`config.mk`:
```
export PLATFORM = sky130hd
export DESIGN_NAME = imem_loader
export DESIGN_NICKNAME = d
export VERILOG_FILES = /design/src/rtl/imem_loader.sv
export SDC_FILE = /design/constraint.sdc
export NUM_CORES = 1
export LEC_CHECK = 0
export CAP_MARGIN = 40
export CORE_ASPECT_RATIO = 1.4
export CORE_MARGIN = 4
export CORE_UTILIZATION = 45
export DETAILED_ROUTE_END_ITERATION = 12
export PLACE_DENSITY_LB_ADDON = 0.25
export SYNTH_ARGS = -nofsm -noshare
export SYNTH_HDL_FRONTEND = slang
export SYNTH_SLANG_ARGS = --single-unit
```
`constraint.sdc`:
```
create_clock -name clk -period 3.5 [get_ports clk]
set_input_delay 0.35 -clock clk [delete_from_list [all_inputs] [get_ports clk]]
set_output_delay 0.35 -clock clk [all_outputs]
set_load 0.02 [all_outputs]
```
`src/rtl/imem_loader.sv`:
```
// imem_loader: receives a length-prefixed byte stream, writes little-endian
// 32-bit words into instruction memory, verifies an XOR checksum and releases
// the core from reset only after a complete, valid frame.
module imem_loader #(
    parameter int IMEM_WORDS = 256,
    parameter int ADDR_W     = 8
) (
    input  logic              clk,
    input  logic              reset,
    input  logic              in_valid,
    input  logic [7:0]        in_data,
    output logic              in_ready,
    input  logic              restart,
    output logic              imem_we,
    output logic [ADDR_W-1:0] imem_waddr,
    output logic [31:0]       imem_wdata,
    output logic              core_reset_n,
    output logic              load_done,
    output logic              load_error,
    output logic [15:0]       words_loaded
);

    typedef enum logic [2:0] {
        S_LEN_LO = 3'd0,
        S_LEN_HI = 3'd1,
        S_DATA   = 3'd2,
        S_WRITE  = 3'd3,
        S_CHECK  = 3'd4,
        S_DONE   = 3'd5,
        S_ERROR  = 3'd6
    } state_t;

    // One extra bit so a 16-bit length can exceed the capacity in the compare.
    localparam logic [16:0] MAX_WORDS = 17'(IMEM_WORDS);

    state_t      state;
    state_t      state_next;
    logic [15:0] frame_len;
    logic [7:0]  csum;
    logic [1:0]  byte_idx;
    logic [31:0] word;
    logic        accept;
    logic [15:0] len_full;
    logic [15:0] words_inc;

    assign accept     = in_valid && in_ready;
    assign len_full   = {in_data, frame_len[7:0]};
    assign words_inc  = 16'(words_loaded + 16'd1);
    assign imem_waddr = words_loaded[ADDR_W-1:0];
    assign imem_wdata = word;

    // State register
    always_ff @(posedge clk) begin
        if (!reset) begin
            state <= S_LEN_LO;
        end else begin
            state <= state_next;
        end
    end

    // Next-state logic
    always_comb begin
        state_next = state;
        case (state)
            S_LEN_LO: begin
                if (accept) begin
                    state_next = S_LEN_HI;
                end
            end
            S_LEN_HI: begin
                if (accept) begin
                    if ({1'b0, len_full} > MAX_WORDS) begin
                        state_next = S_ERROR;
                    end else if (len_full == 16'd0) begin
                        state_next = S_CHECK;
                    end else begin
                        state_next = S_DATA;
                    end
                end
            end
            S_DATA: begin
                if (accept && byte_idx == 2'd3) begin
                    state_next = S_WRITE;
                end
            end
            S_WRITE: begin
                if (words_inc == frame_len) begin
                    state_next = S_CHECK;
                end else begin
                    state_next = S_DATA;
                end
            end
            S_CHECK: begin
                if (accept) begin
                    if (in_data == csum) begin
                        state_next = S_DONE;
                    end else begin
                        state_next = S_ERROR;
                    end
                end
            end
            S_DONE, S_ERROR: begin
                if (restart) begin
                    state_next = S_LEN_LO;
                end
            end
            default: state_next = S_LEN_LO;
        endcase
    end

    // Handshake and write-strobe outputs decoded from the current state
    always_comb begin
        in_ready = 1'b0;
        imem_we  = 1'b0;
        case (state)
            S_LEN_LO, S_LEN_HI, S_DATA, S_CHECK: in_ready = 1'b1;
            S_WRITE:                             imem_we  = 1'b1;
            default: begin
                in_ready = 1'b0;
                imem_we  = 1'b0;
            end
        endcase
    end

    // Status flags are registered from the next state so they change on the
    // same edge the FSM enters or leaves DONE / ERROR.
    always_ff @(posedge clk) begin
        if (!reset) begin
            core_reset_n <= 1'b0;
            load_done    <= 1'b0;
            load_error   <= 1'b0;
        end else begin
            core_reset_n <= (state_next == S_DONE);
            load_done    <= (state_next == S_DONE);
            load_error   <= (state_next == S_ERROR);
        end
    end

    // Frame datapath: length capture, checksum, word assembly, word counter
    always_ff @(posedge clk) begin
        if (!reset) begin
            frame_len    <= '0;
            csum         <= '0;
            byte_idx     <= '0;
            word         <= '0;
            words_loaded <= '0;
        end else begin
            case (state)
                S_LEN_LO: begin
                    if (accept) begin
                        frame_len[7:0] <= in_data;
                        csum           <= csum ^ in_data;
                    end
                end
                S_LEN_HI: begin
                    if (accept) begin
                        frame_len[15:8] <= in_data;
                        csum            <= csum ^ in_data;
                    end
                end
                S_DATA: begin
                    if (accept) begin
                        // Shift in from the top: after four bytes the first
                        // byte received sits in bits [7:0].
                        word     <= {in_data, word[31:8]};
                        csum     <= csum ^ in_data;
                        byte_idx <= byte_idx + 2'd1;
                    end
                end
                S_WRITE: begin
                    words_loaded <= words_inc;
                end
                S_DONE, S_ERROR: begin
                    if (restart) begin
                        frame_len    <= '0;
                        csum         <= '0;
                        byte_idx     <= '0;
                        words_loaded <= '0;
                    end
                end
                default: begin
                end
            endcase
        end
    end

endmodule

```
==> summary.md, run 1 <==
| Metric | Value |
|---|---|
| Outcome | `complete, no violations` |
| Worst-Margin Slew | `0.824 ns` |
| Rel. slew slack | `45.0%` |
| Post-route ant nets | `0` |
| Largest cells by area after synthesis | `dfxtp_1, a21oi_1, nand2_1` |
| Pwr Density | `451 mW/mm^2` |
| Reg2reg start | `words_loaded[0]` |
| Resized cells post-CTS | `0` |
| Number of global-route vias before repair | `3458` |
| Synth Area per Inst | `7.67 sq um` |
| Layout net count | `573` |
| Critical path data required time | `3.77 ns` |
| Worst-skew pair later-pin latency | `0.34 ns` |
| Final period utilization | `77.2%` |
| Initial antenna violation count | `0` |
| Htree depth | `3` |
| Layout fillers | `809` |
| Post-synth EDFFs | `0` |
| CTS tree | `built` |
| Slowest-stage cell, CP | `nor4_1` |
| Post-layout min period | `2.70 ns` |
| Main synth FF type | `dfxtp_1` |
| Core Region | `0.00861 sq mm` |
| Num CTS Buffers | `9` |
| Starting DRT DRC Count | `345` |
| Starting density of the core | `46.4%` |
| Total chip power | `2.23 mW` |
| LEAKAGE | `1.68 nW` |
| Max-slew violations | `0` |
| Sequential share of the synthesized area | `39.6%` |
| DR vias/cell | `5.67` |
| Clock Skew | `0.00474 ns` |
| Fmax achieved | `370 MHz` |
| Full die area | `0.0105 sq mm` |
| Setup bufs post-CTS | `0` |
| I/O pin cnt | `73` |
| YS warnings | `0` |
| Area leader, netlist | `dfxtp_1` |
| Max clock buf depth | `2` |
| Post-CTS Hold Buffers | `0` |
| Crit-path max cell delay | `0.57 ns` |
| Layout cell share with drive strength beyond 1 | `5.67%` |
| Share of async-settable or async-resettable flops after synthesis | `0%` |
| Post-DP HPWL | `7.25 mm` |
| CP Class | `reg -> reg` |
| CP Capture Type | `register` |
| DR DRC count | `0` |
| CP Cell Sequence | `ha_1 > nand3_1 > nor4_1 > xnor2_1 > nand4_1 > or4b_4 > a21boi_1` |
| WP buf/inv | `0` |
| Worst EP arrival | `2.98 ns` |
| Port buffer count | `72` |
| Final setup vio count | `0` |
| Wirelength per Cell | `15.5 um` |
| Synth top cells by count | `nand2_1, dfxtp_1, a21oi_1` |
| Hold crit path type | `reg -> reg` |
| Final WL | `10.4 mm` |
| Antenna cells | `0` |
| Die Height | `119 um` |
| Top-area cell type share of the netlist area | `39.6%` |
| Max VDD drop | `342 uV` |
| Pin count of the biggest net entering global routing | `48` |
| CTS root buf | `clkbuf_16` |
| GPL Wtd Cong | `0.840` |
| Routed vias | `3796` |
| Seq cells post-synth | `79` |
| Placement row count | `40` |
| GRT Overall Usage | `20.7%` |
| Hold path start | `imem_wdata[2]` |
| Post-DP Area | `0.00463 sq mm` |
| Gate Count Post-Synth | `521` |
| Cell area after synthesis | `0.00400 sq mm` |
| Syn_nets | `535` |
| Most common cell in the netlist | `nand2_1` |
| Max Cap Viol | `0` |
| Cell variety after synth | `55` |
| Top delay family on crit path | `simple AND/OR/NAND/NOR gates` |
| Worst-path fanout max | `9` |
| CTS sink count | `79` |
| Fin. Hold Viols | `0` |
| Critical Path Start | `words_loaded[0]` |
| Die Wd | `87.6 um` |
| Synth-to-layout area growth | `23.7%` |
| Global-route wire length before repair | `17.0 mm` |
| RSZ-0062 raised after global routing | `no` |
| Startpoint types | `register` |
| Setup TNS | `0 ns` |
| Worst-path clk slew | `0.06 ns` |
| Cell area after layout | `0.00494 sq mm` |
| Drt pass-1 iters | `7` |
| GRT overflow | `0` |
-- placed cells by master (no fill, tap or decap), drive strengths merged, types with 3 or more instances in the layout --
cell type      instances
a22oi                 11
o21ai                 26
clkinv                 3
dfxtp                 79
inv                    9
nand2b                 3
xor2                  10
or4                    3
clkbuf                10
a31oi                  4
a221oi                 3
nor2                  47
and4                   4
o211ai                 5
xnor2                 15
clkdlybuf4s50         72
and3                   8
a21oi                 75
nand2                 88
buf                    4
nand3                  9
and2                   6
nand4                  7
nor2b                  7
nor3                  12
nand3b                 6
nor4                   9
-- power by group --
group | switching (mW) | internal, mW | total [mW]
sequential | 0.0469 | 0.936 | 0.983
clock | 0.373 | 0.575 | 0.948
combinational | 0.177 | 0.123 | 0.299
total | 0.597 | 1.63 | 2.23
-- path summary, 6_finish.rpt --
kind                    to  slack [ns]  cells after the start
max              load_done        0.80                      7
min          imem_wdata[2]        0.45                      2
max reg2reg      load_done        0.80                      7
min reg2reg  imem_wdata[2]        0.45                      2
-- state kept, by name, summed over array words and instances (netlist names) --
register      flops
byte_idx          2
csum              8
frame_len        16
imem_wdata       32
load_done         1
load_error        1
state             3
words_loaded     16
-- routing by layer --
| metal | global-route usage (%) | part of all wire, % | up-vias | routed length [um] |
|---|---|---|---|---|
| met2 | 32.4 | 49 | 131 | 5130 |
| met1 | 26.7 | 43 | 1760 | 4470 |
| met3 | 3.04 | 5.0 | 22 | 523 |
| met4 | 11.4 | 2.6 | 0 | 275 |
| met5 | 0 | 0 | - | 0 |
| li1 | - | - | 1883 | - |
-- stage by stage --
step | util, % | hold slack, ns | worst slack (ns) | cells
2_1_floorplan | - | 0.452 | 1.04 | 521
3_3_place_gp | 53.8 | 0.440 | 0.969 | 653
3_5_place_dp | 53.8 | 0.447 | 0.880 | 653
4_1_cts | 57.4 | 0.456 | 0.852 | 669
5_1_grt | 57.4 | 0.485 | 0.659 | 669
6_report | 57.4 | 0.453 | 0.797 | 669
-- cells by family after synthesis --
kind of cell / count (synthesis) / share of synthesized area [%]
and+or+nand+nor: 218 / 26.3
AOI/OAI and AO/OA: 139 / 20.5
DFF: 79 / 39.6
buffers and inverters: 57 / 6.83
xor gates and xnor gates: 25 / 5.95
adders and majority gates: 2 / 0.626
muxes: 1 / 0.282
-- area by class of cell --
| class | count | area, sq um | share of cell area, % |
|---|---|---|---|
| clock buffer | 10 | 239 | 4.84 |
| sequential | 79 | 1580 | 32.0 |
| inverter | 8 | 30.0 | 0.608 |
| clock inverter | 6 | 68.8 | 1.39 |
| multi-input combinational | 385 | 2140 | 43.3 |
| timing repair buffer | 76 | 751 | 15.2 |
| tap | 105 | 131 | 2.66 |
-- worst min-delay path: cells and delay by family, from the launching register on --
kind / cells / cell delay [ns]
and+or+nand+nor: 1 / 0.05
AOI/OAI and AO/OA: 1 / 0.05
DFF: 1 / 0.30
No activity file was read; power rests on OpenSTA's default activity.
==> run 2, diff against run 1 <==
==> constraint.sdc (replaced) <==
create_clock -name clk -period 2.6 [get_ports clk]
set_input_delay 0.26 -clock clk [delete_from_list [all_inputs] [get_ports clk]]
set_output_delay 0.26 -clock clk [all_outputs]
set_load 0.02 [all_outputs]
==> run 2 against run 1 <==
  * Flip-flop and latch count is the same
  * Register-to-register slack lost 0.62 ns
  * Clock power grew 38%
  * Die area is the same
  * Non-clock buffer count grew 20
  * Wire length grew 2.8%
  * First-iteration DRC count shrank 6.4%
  * Critical path type is now reg -> out
  * Critical endpoint is now imem_we
  * Highest routed layer unchanged
==> summary.md, run 2 (same netlist as run 1, synthesis figures left out) <==
| Metric | Value |
|---|---|
| Commonest non-fill, non-tap cell in the layout | `nand2_1` |
| Drt pass-1 iters | `5 (-2)` |
| Layout cell share with drive strength beyond 1 | `8.90% (+3.2 points)` |
| Pwr Density | `603 mW/mm^2 (+34%)` |
| Die Height | `119 um (unchanged)` |
| Final WL | `10.7 mm (+2.8%)` |
| Worst-Margin Slew | `0.769 ns (-0.0553 ns)` |
| Routed vias | `3873 (+2.0%)` |
| Core Region | `0.00861 sq mm (unchanged)` |
| Placed instance count | `673 (+3.1%)` |
| Pin count of the biggest net entering global routing | `42 (-13%)` |
| Crit-path max cell delay | `0.69 ns (+0.12 ns)` |
| Layout net count | `593 (+3.5%)` |
| Fmax achieved | `410 MHz` |
| CTS sink count | `79 (unchanged)` |
| Post-route ant nets | `0 (unchanged)` |
| Clock Skew | `0.00577 ns (+0.00103 ns)` |
| Initial antenna violation count | `0 (unchanged)` |
| I/O pin cnt | `73 (unchanged)` |
| Final setup vio count | `0 (unchanged)` |
| Worst-path clk slew | `0.06 ns (about the same)` |
| Outcome | `complete, no violations` |
| Placement row count | `40 (unchanged)` |
| Wirelength per Cell | `15.5 um (-0.20%)` |
| Max-slew violations | `0 (unchanged)` |
| Number of global-route vias before repair | `3605 (+4.3%)` |
| CTS tree | `built` |
| Starting DRT DRC Count | `323 (-6.4%)` |
| Global-route wire length before repair | `17.5 mm (+3.1%)` |
| Starting density of the core | `46.4% (unchanged)` |
| Port buffer count | `72 (unchanged)` |
| Worst-skew pair later-pin latency | `0.34 ns (about the same)` |
| Full die area | `0.0105 sq mm (unchanged)` |
| DR vias/cell | `5.62 (-0.93%)` |
| Hold crit path type | `reg -> reg` |
| Worst EP arrival | `2.18 ns (-0.80 ns)` |
| Setup bufs post-CTS | `0 (unchanged)` |
| Final period utilization | `93.9%` |
| CP Class | `reg -> out` |
| GRT overflow | `0 (unchanged)` |
| GRT Overall Usage | `21.1% (+0.43 points)` |
| CP Cell Sequence | `and2_1 > nand2b_1 > inv_1 > clkdlybuf4s50_1` |
| Max Cap Viol | `0 (unchanged)` |
| Layout fillers | `800 (-1.1%)` |
| CTS root buf | `clkbuf_16` |
| DR DRC count | `0 (unchanged)` |
| RSZ-0062 raised after global routing | `no` |
| Final non-filler cell total | `689 (+3.0%)` |
| LEAKAGE | `1.79 nW (+6.4%)` |
| Post-CTS Hold Buffers | `0 (unchanged)` |
| Max VDD drop | `464 uV (+36%)` |
| Critical path data required time | `2.34 ns (-1.43 ns)` |
| Num CTS Buffers | `9 (unchanged)` |
| Slowest-stage cell, CP | `clkdlybuf4s50_1` |
| Synth-to-layout area growth | `27.6%` |
| Commonest cells after routing, fill and taps aside | `nand2_1, dfxtp_1, a21oi_1, clkdlybuf4s50_1, nor2_1` |
| Post-DP HPWL | `7.68 mm (+5.9%)` |
| Post-layout min period | `2.44 ns` |
| Die Wd | `87.6 um (unchanged)` |
| Worst-path fanout max | `11 (+2)` |
| Htree depth | `3 (unchanged)` |
| Flop2flop setup slack | `0.18 ns (-0.62 ns)` |
| Antenna cells | `0 (unchanged)` |
| Top delay family on crit path | `buffers and inverters` |
| Resized cells post-CTS | `0 (unchanged)` |
| Startpoint types | `register` |
| WP buf/inv | `2 (+2)` |
| Largest register FFs | `32 (unchanged)` |
| Setup TNS | `0 ns (unchanged)` |
| Max clock buf depth | `2 (unchanged)` |
| CP Capture Type | `output port` |
| Fin. Hold Viols | `0 (unchanged)` |
| Rel. slew slack | `48.7% (+3.8 points)` |
| GPL Wtd Cong | `0.856 (+1.9%)` |
run 2: changes by cell type in the layout (fill, tap and decap cells not counted):
cell	change
buf_4	+20
inv_6	+2
clkinv_2	-1
clkinvlp_4	-1
run 2: path summary, 6_finish.rpt:
kind / start / endpoint / cells after the start
max: state[1] / imem_we / 4
min: imem_wdata[3] / imem_wdata[3] / 2
max reg2reg: words_loaded[0] / state[2] / 8
min reg2reg: imem_wdata[3] / imem_wdata[3] / 2
run 2: through the flow:
stage	hold slack, ns	instance area [sq um]	util [%]	worst slack, ns	power, mW
after floorplan	0.396	4000	-	0.141	1.63
after global placement	0.440	4780	55.6	0.231	1.77
after detailed placement	0.447	4780	55.6	0.189	1.78
after CTS	0.456	5100	59.2	0.163	3.10
after global routing	0.483	5100	59.2	0.0182	3.21
final	0.453	5100	59.2	0.160	3.07
run 2: final cells by class:
cell class	instances	area, sq um	share of cell area [%]
inverter	8	30.0	0.589
multi-input combinational	385	2140	42.0
clock inverter	6	73.8	1.45
tap	105	131	2.58
clock buffer	10	239	4.69
sequential	79	1580	31.0
timing repair buffer	96	901	17.7
run 2: tightest hold or removal path, delay by kind of cell (launching register included):
| kind | cells | cell delay [ns] |
|---|---|---|
| flip-flops | 1 | 0.31 |
| AO/OA/AOI/OAI | 1 | 0.05 |
| AND/OR/NAND/NOR | 1 | 0.05 |
run 2: report_power, final:
group	switching [mW]	total, mW	internal (mW)
clock network	0.527	1.31	0.783
registers	0.0618	1.32	1.26
logic	0.250	0.439	0.189
total	0.839	3.07	2.23
run 2: routing by layer:
layer	share of wire (%)	vias up	wire length [um]	GRT usage (%)
met3	5.2	25	556	4.29
li1	-	1929	-	-
met4	2.9	0	307	10.8
met2	49	122	5250	33.4
met5	0	-	0	0
met1	43	1797	4570	26.5
==> run 3, diff against run 2 <==
--- a/config.mk
+++ b/config.mk
@@ -8,7 +8,7 @@
 export CAP_MARGIN = 40
 export CORE_ASPECT_RATIO = 1.4
 export CORE_MARGIN = 4
-export CORE_UTILIZATION = 45
+export CORE_UTILIZATION = 35
 export DETAILED_ROUTE_END_ITERATION = 12
 export PLACE_DENSITY_LB_ADDON = 0.25
 export SYNTH_ARGS = -nofsm -noshare
==> run 3 against run 2 <==
  * Setup slack worse by 0.011 ns
  * Combinational power is 3% lower
  * Non-clock buffer count is 2 lower
  * Flip-flop and latch count stayed put
  * Via count is 1.1% lower
  * Global-route usage is 4.3 points lower
  * Hold slack worse by 0.00076 ns
  * Critical path depth is 3 higher
  * Clock-buffer cell count is 1 lower
  * Design area is 0.61% higher
  * First-iteration DRC count is 9.0% lower
  * Fmax is 0.44% lower
==> summary.md, run 3 (same netlist as run 1, synthesis figures left out) <==
| Metric | Value |
|---|---|
| Num CTS Buffers | `9 (unchanged)` |
| Max-slew violations | `0 (unchanged)` |
| Final setup vio count | `0 (unchanged)` |
| Critical path data required time | `2.87 ns (+0.53 ns)` |
| Layout fillers | `1112 (+39%)` |
| Worst-path fanout max | `8 (-3)` |
| Max VDD drop | `300 uV (-35%)` |
| Worst-skew pair later-pin latency | `0.34 ns (about the same)` |
| Synth-to-layout area growth | `28.4%` |
| Core Region | `0.0110 sq mm (+28%)` |
| Routed vias | `3831 (-1.1%)` |
| Setup TNS | `0 ns (unchanged)` |
| Rel. slew slack | `52.2% (+3.5 points)` |
| Post-route ant nets | `0 (unchanged)` |
| Clock Skew | `0.00600 ns (+0.000231 ns)` |
| Post-DP HPWL | `7.95 mm (+3.6%)` |
| Post-layout min period | `2.45 ns (+0.0108 ns)` |
| Drt pass-1 iters | `5 (unchanged)` |
| GRT Overall Usage | `16.8% (-4.3 points)` |
| CP Class | `reg -> reg` |
| Starting density of the core | `36.4% (-10 points)` |
| Die Wd | `98.3 um (+12%)` |
| Worst-Margin Slew | `0.717 ns (-0.0524 ns)` |
| Commonest cells after routing, fill and taps aside | `nand2_1, dfxtp_1, a21oi_1, clkdlybuf4s50_1, nor2_1` |
| Placement row count | `45 (+13%)` |
| LEAKAGE | `1.78 nW (-0.83%)` |
| Hold crit path type | `reg -> reg` |
| Layout cell share with drive strength beyond 1 | `9.11% (+0.20 points)` |
| DR vias/cell | `5.30 (-5.7%)` |
| GPL Wtd Cong | `0.906 (+5.8%)` |
| Global-route wire length before repair | `18.2 mm (+3.8%)` |
| Full die area | `0.0132 sq mm (+26%)` |
| GRT overflow | `0 (unchanged)` |
| Port buffer count | `72 (unchanged)` |
| Commonest non-fill, non-tap cell in the layout | `nand2_1` |
| Worst setup margin | `0.149 ns (-0.0108 ns)` |
| Startpoint types | `register` |
| I/O pin cnt | `73 (unchanged)` |
| Pin count of the biggest net entering global routing | `39 (-7.1%)` |
| M3 GR Usage | `2.45% (-1.8 points)` |
| Outcome | `complete, no violations` |
| CP Capture Type | `register` |
| CTS root buf | `clkbuf_16` |
| Initial antenna violation count | `0 (unchanged)` |
| Wirelength per Cell | `15.4 um (-0.78%)` |
| Worst hold slack | `0.452 ns (-0.000758 ns)` |
| DR DRC count | `0 (unchanged)` |
| Core Util, Final | `46.7% (-13 points)` |
| Worst EP arrival | `2.72 ns (+0.54 ns)` |
| RSZ-0062 raised after global routing | `no` |
| DP Worst Slack | `0.173 ns (-0.0163 ns)` |
| Number of global-route vias before repair | `3594 (-0.31%)` |
| Global Route met1 Usage | `20.6% (-5.9 points)` |
| Top Usage Layer GRT | `met2` |
| Fin. Hold Viols | `0 (unchanged)` |
| Largest register FFs | `32 (unchanged)` |
| Htree depth | `3 (unchanged)` |
| CTS tree | `built` |
| Max clock buf depth | `2 (unchanged)` |
| Fmax achieved | `408 MHz (-0.44%)` |
| Register Area | `0.00158 sq mm (+0.16%)` |
| Multi-input logic area | `0.00215 sq mm (+0.29%)` |
| Worst-path clk slew | `0.06 ns (about the same)` |
| Layout net count | `591 (-0.34%)` |
| CTS sink count | `79 (unchanged)` |
| Final period utilization | `94.3% (+0.42 points)` |
| Die Height | `134 um (+12%)` |
| Max Cap Viol | `0 (unchanged)` |
| Pwr Density | `593 mW/mm^2 (-1.5%)` |
| Antenna cells | `0 (unchanged)` |
| Starting DRT DRC Count | `294 (-9.0%)` |
| Routing usage on met2 | `27.9% (-5.6 points)` |
| Final WL | `11.1 mm (+4.1%)` |
==> run 3: cell types whose count changed in the layout (fill, tap and decap cells not counted), sizes merged <==
cell	previous run	this run
clkinvlp	0	1
clkbuf	10	9
clkinv	2	3
buf	24	22
inv	11	10
==> run 3: path summary, 6_finish.rpt <==
kind / slack (ns) / depth (start not counted) / from / to
max: 0.15 / 7 / words_loaded[1] / state[2]
max reg2reg: 0.15 / 7 / words_loaded[1] / state[2]
min: 0.45 / 2 / imem_wdata[3] / imem_wdata[3]
min reg2reg: 0.45 / 2 / imem_wdata[3] / imem_wdata[3]
==> run 3: stage by stage <==
step,power (mW),std cells,cell area [sq um]
floorplan,1.63,521,4000
global placement,1.77,707,4810
detailed placement,1.77,707,4810
CTS,3.07,723,5120
global route,3.16,723,5130
finish,3.04,723,5130
==> run 3: routing by layer <==
metal | part of all wire, % | vias up
met5 | 0 | -
met4 | 3.5 | 0
met3 | 4.6 | 25
met2 | 49 | 118
met1 | 43 | 1772
li1 | - | 1916
==> run 3: area by class of cell <==
class,count,share of cell area (%)
multi-input cells,385,41.9
clock buffers,9,4.39
repair buffers,94,17.3
flip-flops and latches,79,30.9
well taps,141,3.44
inverters,8,0.586
clock inverters,7,1.56
==> run 3: where the power goes <==
group,switching [mW],internal [mW]
registers,0.0607,1.26
clock network,0.541,0.755
logic,0.246,0.180
total,0.848,2.20
==> run 3: timing repair <==
action | 4_1_cts | 5_1_grt
gates resized for setup | 0 | 3
endpoints found under the setup margin | 0 | 2
buffers inserted | 0 | 0
hold buffers | 0 | 0
==> run 3: critical path, cell delays in order, from the launching register on <==
cell     delay [ns]
dfxtp_1        0.34
ha_1           0.29
nand3_1        0.28
nor2_1         0.24
xnor2_1        0.09
or4_4          0.42
or4b_4         0.55
a21oi_1        0.17
